<file path="src/rtl/mul_div_unit_pkg.sv">
// Shared definitions for the iterative multiply/divide unit.
//   WIDTH        default operand width (result is 2*WIDTH)
//   mdu_op_e     operation select as driven by the control unit
//   mdu_state_e  sequencing states of the unit
package mul_div_unit_pkg;

  localparam int WIDTH = 32;

  typedef enum logic {
    OP_MUL = 1'b0,
    OP_DIV = 1'b1
  } mdu_op_e;

  typedef enum logic [1:0] {
    ST_IDLE = 2'd0,
    ST_RUN  = 2'd1,
    ST_FIX  = 2'd2,
    ST_DONE = 2'd3
  } mdu_state_e;

endpackage

</file>
<file path="src/rtl/mul_div_unit_step.sv">
// One iteration of the shared multiply/divide datapath (purely combinational).
//   op_i          OP_MUL: radix-2 Booth step, OP_DIV: restoring-divide step
//   acc_i/acc_o   MUL: upper partial product (W+1 bits, signed)
//                 DIV: partial remainder (always < divisor, so top bit stays 0)
//   q_i/q_o       MUL: multiplier being shifted out / product low half
//                 DIV: dividend being shifted out / quotient shifted in
//   qm1_i/qm1_o   Booth q(-1) bit (passes through in DIV)
//   m_i           MUL: sign-extended multiplicand, DIV: divisor magnitude
module mul_div_unit_step
  import mul_div_unit_pkg::*;
#(
  parameter int W = WIDTH
) (
  input  mdu_op_e      op_i,
  input  logic [W:0]   acc_i,
  input  logic [W-1:0] q_i,
  input  logic         qm1_i,
  input  logic [W:0]   m_i,
  output logic [W:0]   acc_o,
  output logic [W-1:0] q_o,
  output logic         qm1_o
);

  logic [W:0]   sum;
  logic [W:0]   trial;
  logic [W+1:0] diff;

  always_comb begin
    acc_o = acc_i;
    q_o   = q_i;
    qm1_o = qm1_i;
    sum   = '0;
    trial = '0;
    diff  = '0;
    if (op_i == OP_MUL) begin
      unique case ({q_i[0], qm1_i})
        2'b10:   sum = acc_i - m_i;
        2'b01:   sum = acc_i + m_i;
        default: sum = acc_i;
      endcase
      // Arithmetic shift right of {acc, q, q-1}; W+1 bit acc keeps
      // acc +/- m exact even for the most negative multiplicand.
      {acc_o, q_o, qm1_o} = {sum[W], sum, q_i};
    end else begin
      trial = {acc_i[W-1:0], q_i[W-1]};
      diff  = {1'b0, trial} - {1'b0, m_i};
      if (!diff[W+1]) begin
        acc_o = diff[W:0];
        q_o   = {q_i[W-2:0], 1'b1};
      end else begin
        acc_o = trial;
        q_o   = {q_i[W-2:0], 1'b0};
      end
    end
  end

endmodule

</file>
<file path="src/rtl/mul_div_unit.sv">
// Iterative signed WxW multiplier / W/W divider with fixed latency.
//   clk_i      system clock, rising edge
//   rst_ni     asynchronous active-low reset
//   start_i    request, sampled only in IDLE
//   op_i       0 = MUL, 1 = DIV (sampled with start_i)
//   a_i, b_i   multiplicand/dividend, multiplier/divisor (two's complement)
//   busy_o     high from the cycle after accept through the done cycle
//   done_o     one-cycle pulse, result valid
//   result_o   MUL: signed product; DIV: {remainder, quotient}
//   dbz_o      divide-by-zero flag, held with result_o
//
// state   | meaning
// IDLE    | waiting for start_i
// RUN     | one datapath iteration per cycle, counter W-1 down to 0
// FIX     | sign correction / special cases, result register written
// DONE    | done pulse, then back to IDLE
module mul_div_unit
  import mul_div_unit_pkg::*;
#(
  parameter int W = WIDTH
) (
  input  logic           clk_i,
  input  logic           rst_ni,
  input  logic           start_i,
  input  logic           op_i,
  input  logic [W-1:0]   a_i,
  input  logic [W-1:0]   b_i,
  output logic           busy_o,
  output logic           done_o,
  output logic [2*W-1:0] result_o,
  output logic           dbz_o
);

  localparam int CW = $clog2(W);

  mdu_state_e     state_q;
  mdu_op_e        op_q;
  logic [CW-1:0]  cnt_q;
  logic [W:0]     acc_q, acc_d;
  logic [W-1:0]   qr_q, qr_d;
  logic           qm1_q, qm1_d;
  logic [W:0]     m_q;
  logic [W-1:0]   a_q;
  logic           b_zero_q;
  logic           neg_quot_q;
  logic           neg_rem_q;
  logic           busy_q;
  logic           done_q;
  logic [2*W-1:0] result_q, result_d;
  logic           dbz_q, dbz_d;

  logic [W-1:0]   quot;
  logic [W-1:0]   rem;

  // Magnitude of the most negative value is 2^(W-1), which is exact as unsigned.
  function automatic logic [W-1:0] abs_val(input logic [W-1:0] v);
    return v[W-1] ? -v : v;
  endfunction

  mul_div_unit_step #(.W(W)) u_step (
    .op_i  (op_q),
    .acc_i (acc_q),
    .q_i   (qr_q),
    .qm1_i (qm1_q),
    .m_i   (m_q),
    .acc_o (acc_d),
    .q_o   (qr_d),
    .qm1_o (qm1_d)
  );

  always_comb begin
    quot     = neg_quot_q ? -qr_q : qr_q;
    rem      = neg_rem_q ? -acc_q[W-1:0] : acc_q[W-1:0];
    result_d = '0;
    dbz_d    = 1'b0;
    if (op_q == OP_MUL) begin
      result_d = {acc_q[W-1:0], qr_q};
    end else if (b_zero_q) begin
      result_d = {a_q, {W{1'b1}}};
      dbz_d    = 1'b1;
    end else begin
      // min / -1 falls out naturally: quotient 2^(W-1) negated wraps to itself.
      result_d = {rem, quot};
    end
  end

  always_ff @(posedge clk_i or negedge rst_ni) begin
    if (!rst_ni) begin
      state_q    <= ST_IDLE;
      op_q       <= OP_MUL;
      cnt_q      <= '0;
      acc_q      <= '0;
      qr_q       <= '0;
      qm1_q      <= 1'b0;
      m_q        <= '0;
      a_q        <= '0;
      b_zero_q   <= 1'b0;
      neg_quot_q <= 1'b0;
      neg_rem_q  <= 1'b0;
      busy_q     <= 1'b0;
      done_q     <= 1'b0;
      result_q   <= '0;
      dbz_q      <= 1'b0;
    end else begin
      unique case (state_q)
        ST_IDLE: begin
          if (start_i) begin
            state_q    <= ST_RUN;
            busy_q     <= 1'b1;
            cnt_q      <= CW'(W - 1);
            op_q       <= mdu_op_e'(op_i);
            a_q        <= a_i;
            b_zero_q   <= (b_i == '0);
            neg_quot_q <= a_i[W-1] ^ b_i[W-1];
            neg_rem_q  <= a_i[W-1];
            acc_q      <= '0;
            qm1_q      <= 1'b0;
            if (mdu_op_e'(op_i) == OP_DIV) begin
              m_q  <= {1'b0, abs_val(b_i)};
              qr_q <= abs_val(a_i);
            end else begin
              m_q  <= {a_i[W-1], a_i};
              qr_q <= b_i;
            end
          end
        end
        ST_RUN: begin
          acc_q <= acc_d;
          qr_q  <= qr_d;
          qm1_q <= qm1_d;
          if (cnt_q == '0) begin
            state_q <= ST_FIX;
          end else begin
            cnt_q <= cnt_q - 1'b1;
          end
        end
        ST_FIX: begin
          result_q <= result_d;
          dbz_q    <= dbz_d;
          done_q   <= 1'b1;
          state_q  <= ST_DONE;
        end
        ST_DONE: begin
          done_q  <= 1'b0;
          busy_q  <= 1'b0;
          state_q <= ST_IDLE;
        end
        default: state_q <= ST_IDLE;
      endcase
    end
  end

  assign busy_o   = busy_q;
  assign done_o   = done_q;
  assign result_o = result_q;
  assign dbz_o    = dbz_q;

endmodule

</file>
<file path="config.mk">
export PLATFORM = sky130hd
export DESIGN_NAME = mul_div_unit
export DESIGN_NICKNAME = d
export VERILOG_FILES = /design/src/rtl/mul_div_unit_pkg.sv /design/src/rtl/mul_div_unit_step.sv /design/src/rtl/mul_div_unit.sv
export SDC_FILE = /design/constraint.sdc
export NUM_CORES = 1
export LEC_CHECK = 0
export BUFFER_PORTS_ARGS = -buffer_cell sky130_fd_sc_hd__buf_2
export CELL_PAD_IN_SITES_DETAIL_PLACEMENT = 1
export CELL_PAD_IN_SITES_GLOBAL_PLACEMENT = 2
export CORE_MARGIN = 2
export CORE_UTILIZATION = 33
export DETAILED_ROUTE_END_ITERATION = 16
export MAX_ROUTING_LAYER = met4
export PLACE_DENSITY = 0.79
export SLEW_MARGIN = 20
export SYNTH_ARGS = -nofsm -noshare
export SYNTH_HDL_FRONTEND = slang
export SYNTH_SLANG_ARGS = --single-unit
</file>
<file path="constraint.sdc">
create_clock -name clk_i -period 4.58 [get_ports clk_i]
set_input_delay 0.458 -clock clk_i [delete_from_list [all_inputs] [get_ports clk_i]]
set_output_delay 0.458 -clock clk_i [all_outputs]
set_load 0.05 [all_outputs]
</file>
==> results of run 1 <==
[power breakdown]
part / internal, mW / switching, mW
clock network: 1.27 / 0.868
registers: 2.70 / 1.07
logic: 4.70 / 7.71
[routing by layer]
layer  vias to the layer above  global-route usage  wire, um
met5                         -                   -         0
met4                         0             0.06190      1612
met3                        90             0.02656      2413
met2                       306              0.3850     29340
met1                      8144              0.3278     30450
li1                       7897                   -         -
[through the flow]
stage / total power [mW] / utilization / worst slack, ns / instances
floorplan: 12.12 / - / 0.1755 / 2130
global placement: 15.67 / 0.3648 / -0.05552 / 2879
detailed placement: 15.92 / 0.3648 / -0.07914 / 2879
CTS: 18.18 / 0.3821 / 0.01202 / 2925
global route: 19.75 / 0.3851 / -0.1782 / 2937
finish: 18.31 / 0.3851 / 0.1845 / 2937
[worst max path at each step]
stage                                        to  slack (ns)                from
after floorplan           acc_q[31]$_DFFE_PN0P_        0.18  m_q[8]$_DFFE_PN0P_
after global placement    acc_q[31]$_DFFE_PN0P_       -0.06  m_q[2]$_DFFE_PN0P_
after detailed placement  acc_q[31]$_DFFE_PN0P_       -0.08  m_q[2]$_DFFE_PN0P_
after CTS                 acc_q[31]$_DFFE_PN0P_        0.01  m_q[8]$_DFFE_PN0P_
after global routing      acc_q[31]$_DFFE_PN0P_       -0.18  m_q[4]$_DFFE_PN0P_
final                     acc_q[31]$_DFFE_PN0P_        0.18  m_q[4]$_DFFE_PN0P_
[timing repair]
item	4_1_cts	5_1_grt
endpoints found under the setup margin	2	5
gates resized for setup	2	22
pin swaps	0	19
setup buffers	0	5
[worst register-to-register path: stages (launching register included)]
cell     delay (ns)
dfrtp_1        0.42
nor3_4         0.24
nand3_2        0.11
nor4_2         0.23
buf_4          0.16
nand4_1        0.14
nor4_2         0.28
buf_4          0.17
nand2_4        0.06
nor3_2         0.13
nor2_1         0.07
xnor2_1        0.13
ha_1           0.31
a21oi_2        0.19
o21ai_2        0.09
o41ai_2        0.34
buf_4          0.17
nand4_1        0.12
a41oi_2        0.19
xnor2_1        0.12
or3_1          0.39
a21oi_2        0.15
a311o_1        0.12
[kinds of logic after synthesis]
| family | Yosys count | synth area share |
|---|---|---|
| xor+xnor | 169 | 0.08708 |
| buf+inv | 230 | 0.05086 |
| simple gates | 618 | 0.1683 |
| compound gates | 719 | 0.2602 |
| flops | 208 | 0.3062 |
| fa+ha+maj | 81 | 0.06051 |
| mux | 105 | 0.06684 |
[state kept, by name (all words and copies together), names as in the netlist]
register,cells
op_q,1
result_o,64
acc_q,33
qr_q,32
busy_o,1
a_q,32
dbz_o,1
b_zero_q,1
m_q,33
neg_quot_q,1
done_o,1
state_q,2
cnt_q,5
qm1_q,1
[layout by cell type, fill, tap and decap left out, drive strengths merged, types with 11 or more instances in the layout]
| cell | n |
|---|---|
| a211oi | 17 |
| inv | 88 |
| nor2 | 191 |
| or3 | 25 |
| o21ai | 225 |
| xnor2 | 81 |
| o31ai | 35 |
| a211o | 15 |
| a32o | 18 |
| buf | 213 |
| clkbuf | 36 |
| dfrtp | 208 |
| nor4 | 19 |
| xor2 | 88 |
| mux2 | 65 |
| nand2 | 219 |
| or4 | 16 |
| nor3 | 45 |
| nand4 | 11 |
| mux2i | 40 |
| o211ai | 24 |
| o41ai | 14 |
| o22ai | 18 |
| a21oi | 214 |
| a31oi | 22 |
| ha | 79 |
| a21o | 32 |
| nand3 | 19 |
[cell type report]
class,count,area (um^2)
Timing Repair Buffer,213,1286
Multi-Input combinational cell,1692,11100
Sequential cell,208,5210
Tap cell,680,850.8
Clock inverter,10,113.9
Antenna cell,8,20.02
Clock buffer,36,759.5
Inverter,90,337.8
Fill cell,6221,31420
==> impl_metrics.yaml, run 1 <==
clocking:
  cts-buffers-inserted: 26
  clkLatencyLatePin_ns: 0.56
  ctsHtreeMaxLevel: 1
  cts_tree: "built"
  cts_root_buf: "clkbuf_16"
  clkTransAtPathRegs_ns: 0.06
  clock_tree.buffer_depth: 3
  clkSinkCount: 208
  cts_hold_buffers: 0
setup_path:
  path_max_fanout: 3
  critPathLaunchType: "flop"
  reg2regPathDepth: 22
  worstSetupPathType: "reg2reg"
  crit_top_cell: "buf_4"
  cp_top_family: "simple AND/OR/NAND/NOR gates"
  crit_buf_inv: 3
  rr_startpoint: "m_q[4]$_DFFE_PN0P_"
  cp_cell_sequence: "nor3_4 > nand3_2 > nor4_2 > buf_4 > nand4_1 > nor4_2 > buf_4 > nand2_4 > nor3_2 > nor2_1 > xnor2_1 > ha_1 > a21oi_2 > o21ai_2 > o41ai_2 > buf_4 > nand4_1 > a41oi_2 > xnor2_1 > or3_1 > a21oi_2 > a311o_1"
  rr_endpoint: "acc_q[31]$_DFFE_PN0P_"
  cp.arrival_ns: 4.89
  crit_cells: 22
  max_stage_delay_ns: 0.42
  required_ns: 5.07
  critPathSlowestCell: "dfrtp_1"
  endpoint_kind: "flop"
  rrSetupSlack_ns: 0.18
global_routing:
  antenna_found_initial: 11
  grt_usage: 0.2420
  grt_pass1_wl_um: 98770
  grt_pass1_vias: 16949
  grt-ovfl-total: 0
  grt_max_degree: 112
run_status:
  violations: "hold timing"
  status: "finished with violations"
synthesis:
  synth_warnings: 0
  ys_ff_latch: 208
  syn_avg_cell_area_um2: 7.980
  synth_area_um2: 17000
  yosysTopAreaCellShare: 0.3062
  synth_edf_count: 0
  seq_area_frac_synth: 0.3062
  ys_types: 76
  syn_nets: 2279
  yosys.area.top_type: "dfrtp_1"
  synth_ff_type: "dfrtp_1"
  async_reset_ff_frac: 1.000
  yosys-top-cells-area: "dfrtp_1, o21ai_0, a21oi_1"
  synthCells: 2130
  synthTopCellsByCount: "o21ai_0, nand2_1, a21oi_1"
  yosysMostFrequentCell: "o21ai_0"
floorplanning:
  rows: 83
  die-area_um2: 53340
  core_area_um2: 51090
  ioPinCount: 135
  die_h_um: 231.0
  die_w_um: 231.0
  start_util: 0.3327
drt:
  antenna_left: 0
  drcViolationCount: 0
  avgViaCountPerCell: 5.597
  wl_um: 63820
  num_vias: 16437
  drt-initial-drc-count: 935
  dr.pass1.iters: 5
  avgRoutedWirePerCell_um: 21.73
final_layout:
  layout.nets: 2380
  stdcell_area_um2: 19680
  drive_gt1_frac: 0.1627
  syn2layout_area_growth_pct: 15.75
timing:
  worst_slew_pin_slew_ns: 1.100
  fin_crit_sh: 0.9597
  finalCriticalPeriod_ns: 4.396
  finalSetupViolCount: 0
  timing.fmax_mhz: 227.5
  drv_slew: 0
  rsz0062_at_grt: "true"
  fin_skew_ns: 0.01366
  setup-tns-final_ns: 0
  whs_ns: -0.06840
  relSlewSlack: 0.2642
  report.final.hold_viol_count: 21
placed_design:
  dpl-instance-area_um2: 18640
  place_hpwl_um: 48780
  place_congestion: 0.9288
  portBuffers: 134
min_path:
  worstHoldPathType: "in2async"
pwr:
  peakVddDrop_v: 0.0003963
  p_leak_nw: 8.479
  p_per_area_nw_per_um2: 930.7
job:
  cap_violations: 0
No activity file was read; power rests on OpenSTA's default activity.
==> run 2, diff against run 1 <==
--- a/config.mk
+++ b/config.mk
@@ -9,10 +9,10 @@
 export CELL_PAD_IN_SITES_DETAIL_PLACEMENT = 1
 export CELL_PAD_IN_SITES_GLOBAL_PLACEMENT = 2
 export CORE_MARGIN = 2
-export CORE_UTILIZATION = 33
+export CORE_UTILIZATION = 37
 export DETAILED_ROUTE_END_ITERATION = 16
 export MAX_ROUTING_LAYER = met4
-export PLACE_DENSITY = 0.79
+export PLACE_DENSITY = 0.81
 export SLEW_MARGIN = 20
 export SYNTH_ARGS = -nofsm -noshare
 export SYNTH_HDL_FRONTEND = slang
==> constraint.sdc (replaced) <==
create_clock -name clk_i -period 5 [get_ports clk_i]
set_input_delay 0.5 -clock clk_i [delete_from_list [all_inputs] [get_ports clk_i]]
set_output_delay 0.5 -clock clk_i [all_outputs]
set_load 0.05 [all_outputs]
==> impl_metrics.yaml, run 2 (synthesis gave the netlist of run 1 again) <==
setup_path:
  worstSetupPathType: "reg2reg"
  path_max_fanout: 7
  endpoint_kind: "flop"
  max_stage_delay_ns: 0.44
  crit_buf_inv: 1
  cp.arrival_ns: 5.14
  required_ns: 5.51
  rr_startpoint: "m_q[8]$_DFFE_PN0P_"
  reg2regPathDepth: 19
  rr_endpoint: "acc_q[32]$_DFFE_PN0P_"
  worstSetupStartpoint: "m_q[8]$_DFFE_PN0P_"
  critPathLaunchType: "flop"
  cp_top_family: "simple AND/OR/NAND/NOR gates"
  critPathSlowestCell: "or3_1"
  rrSetupSlack_ns: 0.37
  cp_cell_sequence: "or3_1 > nor4_1 > buf_4 > nand4_1 > nor4_4 > nand2_1 > nor3_1 > nor2_1 > xnor2_1 > ha_1 > a21oi_1 > o21ai_0 > o41ai_2 > nand4_1 > a41oi_2 > xnor2_1 > or3_1 > a21oi_1 > a221o_1"
clocking:
  cts_tree: "built"
  cts_hold_buffers: 0
  clkTransAtPathRegs_ns: 0.06
  clock_tree.buffer_depth: 3
  cts_root_buf: "clkbuf_16"
  ctsHtreeMaxLevel: 1
  clkLatencyLatePin_ns: 0.58
  cts-buffers-inserted: 27
  clkSinkCount: 208
placed_design:
  place_congestion: 0.8832
  portBuffers: 134
  dp.cells: 2756
  place_ws_ns: 0.07513
  place_hpwl_um: 48130
global_routing:
  antenna_found_initial: 12
  grt_most_used_layer: "met2"
  grtUsageMet3: 0.03382
  grt_usage: 0.2742
  grt_max_degree: 113
  use_met2: 0.4314
  grt_pass1_vias: 16875
  grt_pass1_wl_um: 99170
  gr-usage-met1: 0.3733
  grt-ovfl-total: 0
timing:
  fin_crit_sh: 0.9266
  finalSetupViolCount: 0
  timing.fmax_mhz: 215.9
  report.final.hold_viol_count: 0
  drv_slew: 0
  relSlewSlack: 0.1867
  worst_slew_pin_slew_ns: 1.215
  finalCriticalPeriod_ns: 4.633
  fin_ws_ns: 0.3672
  fin_skew_ns: 0.01784
final_layout:
  nFillCells: 5521
  multi_input_area_um2: 11040
  drive_gt1_frac: 0.1405
  final_cells: 2817
  regArea_um2: 5210
  final_cell_mix: "o21ai_0, nand2_1, a21oi_1"
  layout.cells.most_common: "o21ai_0"
  largest_reg_flops: 64
  syn2layout_area_growth_pct: 12.86
  layout.nets: 2336
pwr:
  total_power_mw: 16.30
  clkPwrFrac: 0.118
  swShare: 0.5340
  p_int_mw: 7.596
  p_leak_nw: 8.249
  power_frac_seq: 0.213
  peakVddDrop_v: 0.0006466
  p_sw_mw: 8.705
  comb_power_share: 0.669
  p_per_area_nw_per_um2: 849.7
drt:
  drcViolationCount: 0
  antenna_left: 0
  wl_um: 63850
  drt-initial-drc-count: 987
  avgViaCountPerCell: 5.873
  avgRoutedWirePerCell_um: 22.66
  num_vias: 16543
  dr.pass1.iters: 5
floorplanning:
  die_w_um: 218.3
  rows: 78
  start_util: 0.3746
  die_h_um: 218.3
  die-area_um2: 47670
  ioPinCount: 135
  core_area_um2: 45380
run_status:
  status: "finished clean"
min_path:
  worstHoldPathType: "in2async"
job:
  cap_violations: 0
[run 2: changes by cell type in the layout (fill, tap and decap cells not counted), moves of 2 or more]
cell,previous run,this run
clkbuf_8,5,2
nand2_1,215,218
clkinvlp_4,4,2
buf_4,78,31
o21ai_2,2,0
a21oi_1,212,214
o21ai_0,220,222
nand2_2,2,0
diode_2,8,11
nor4_2,2,0
a21oi_2,2,0
clkinv_2,3,9
[run 2: what timing repair did]
item / CTS / global route
endpoints found under the hold margin: 0 / 0
setup buffers: 0 / 1
resized for setup: 0 / 8
setup endpoints to repair: 0 / 3
[run 2: power groups by stage]
stage / sequential (mW) / combinational, mW / clock [mW]
3_3_place_gp: 3.43 / 10.5 / 0
2_1_floorplan: 3.89 / 7.21 / 0
3_5_place_dp: 3.48 / 10.7 / 0
4_1_cts: 3.45 / 10.8 / 1.97
5_1_grt: 3.60 / 12.0 / 2.03
6_report: 3.48 / 10.9 / 1.92
[run 2: stage by stage]
step                cell area (um^2)  hold slack [ns]    util    TNS, ns
floorplan                      17000           0.2044       -          0
global placement               18230           0.4627  0.4017          0
detailed placement             18230           0.4698  0.4017          0
CTS                            19070          0.05283  0.4202          0
global route                   19180          0.09529  0.4227  -0.001551
finish                         19180          0.02936  0.4227          0
[run 2: final cells by class]
class / instances / share of cell area
inverters: 90 / 0.01761
clock inverters: 14 / 0.006196
well taps: 600 / 0.03913
flip-flops and latches: 208 / 0.2716
multi-input cells: 1692 / 0.5753
clock buffers: 34 / 0.03763
diodes: 11 / 0.001435
repair buffers: 168 / 0.05113
[run 2: how the worst max path moves through the flow]
stage                                 end  depth (start not counted)  slack, ns
detailed placement  acc_q[31]$_DFFE_PN0P_                         20       0.08
finish              acc_q[32]$_DFFE_PN0P_                         19       0.37
global route        acc_q[31]$_DFFE_PN0P_                         19     -0.002
floorplan           acc_q[31]$_DFFE_PN0P_                         18       0.60
global placement    acc_q[31]$_DFFE_PN0P_                         20       0.21
CTS                 acc_q[32]$_DFFE_PN0P_                         20       0.07
[run 2: per-layer routing]
metal	vias up	part of all wire	routed length, um
li1	7813	-	-
met3	89	0.044	2828
met4	0	0.023	1499
met5	-	0	0
met1	8306	0.47	30240
met2	335	0.46	29280
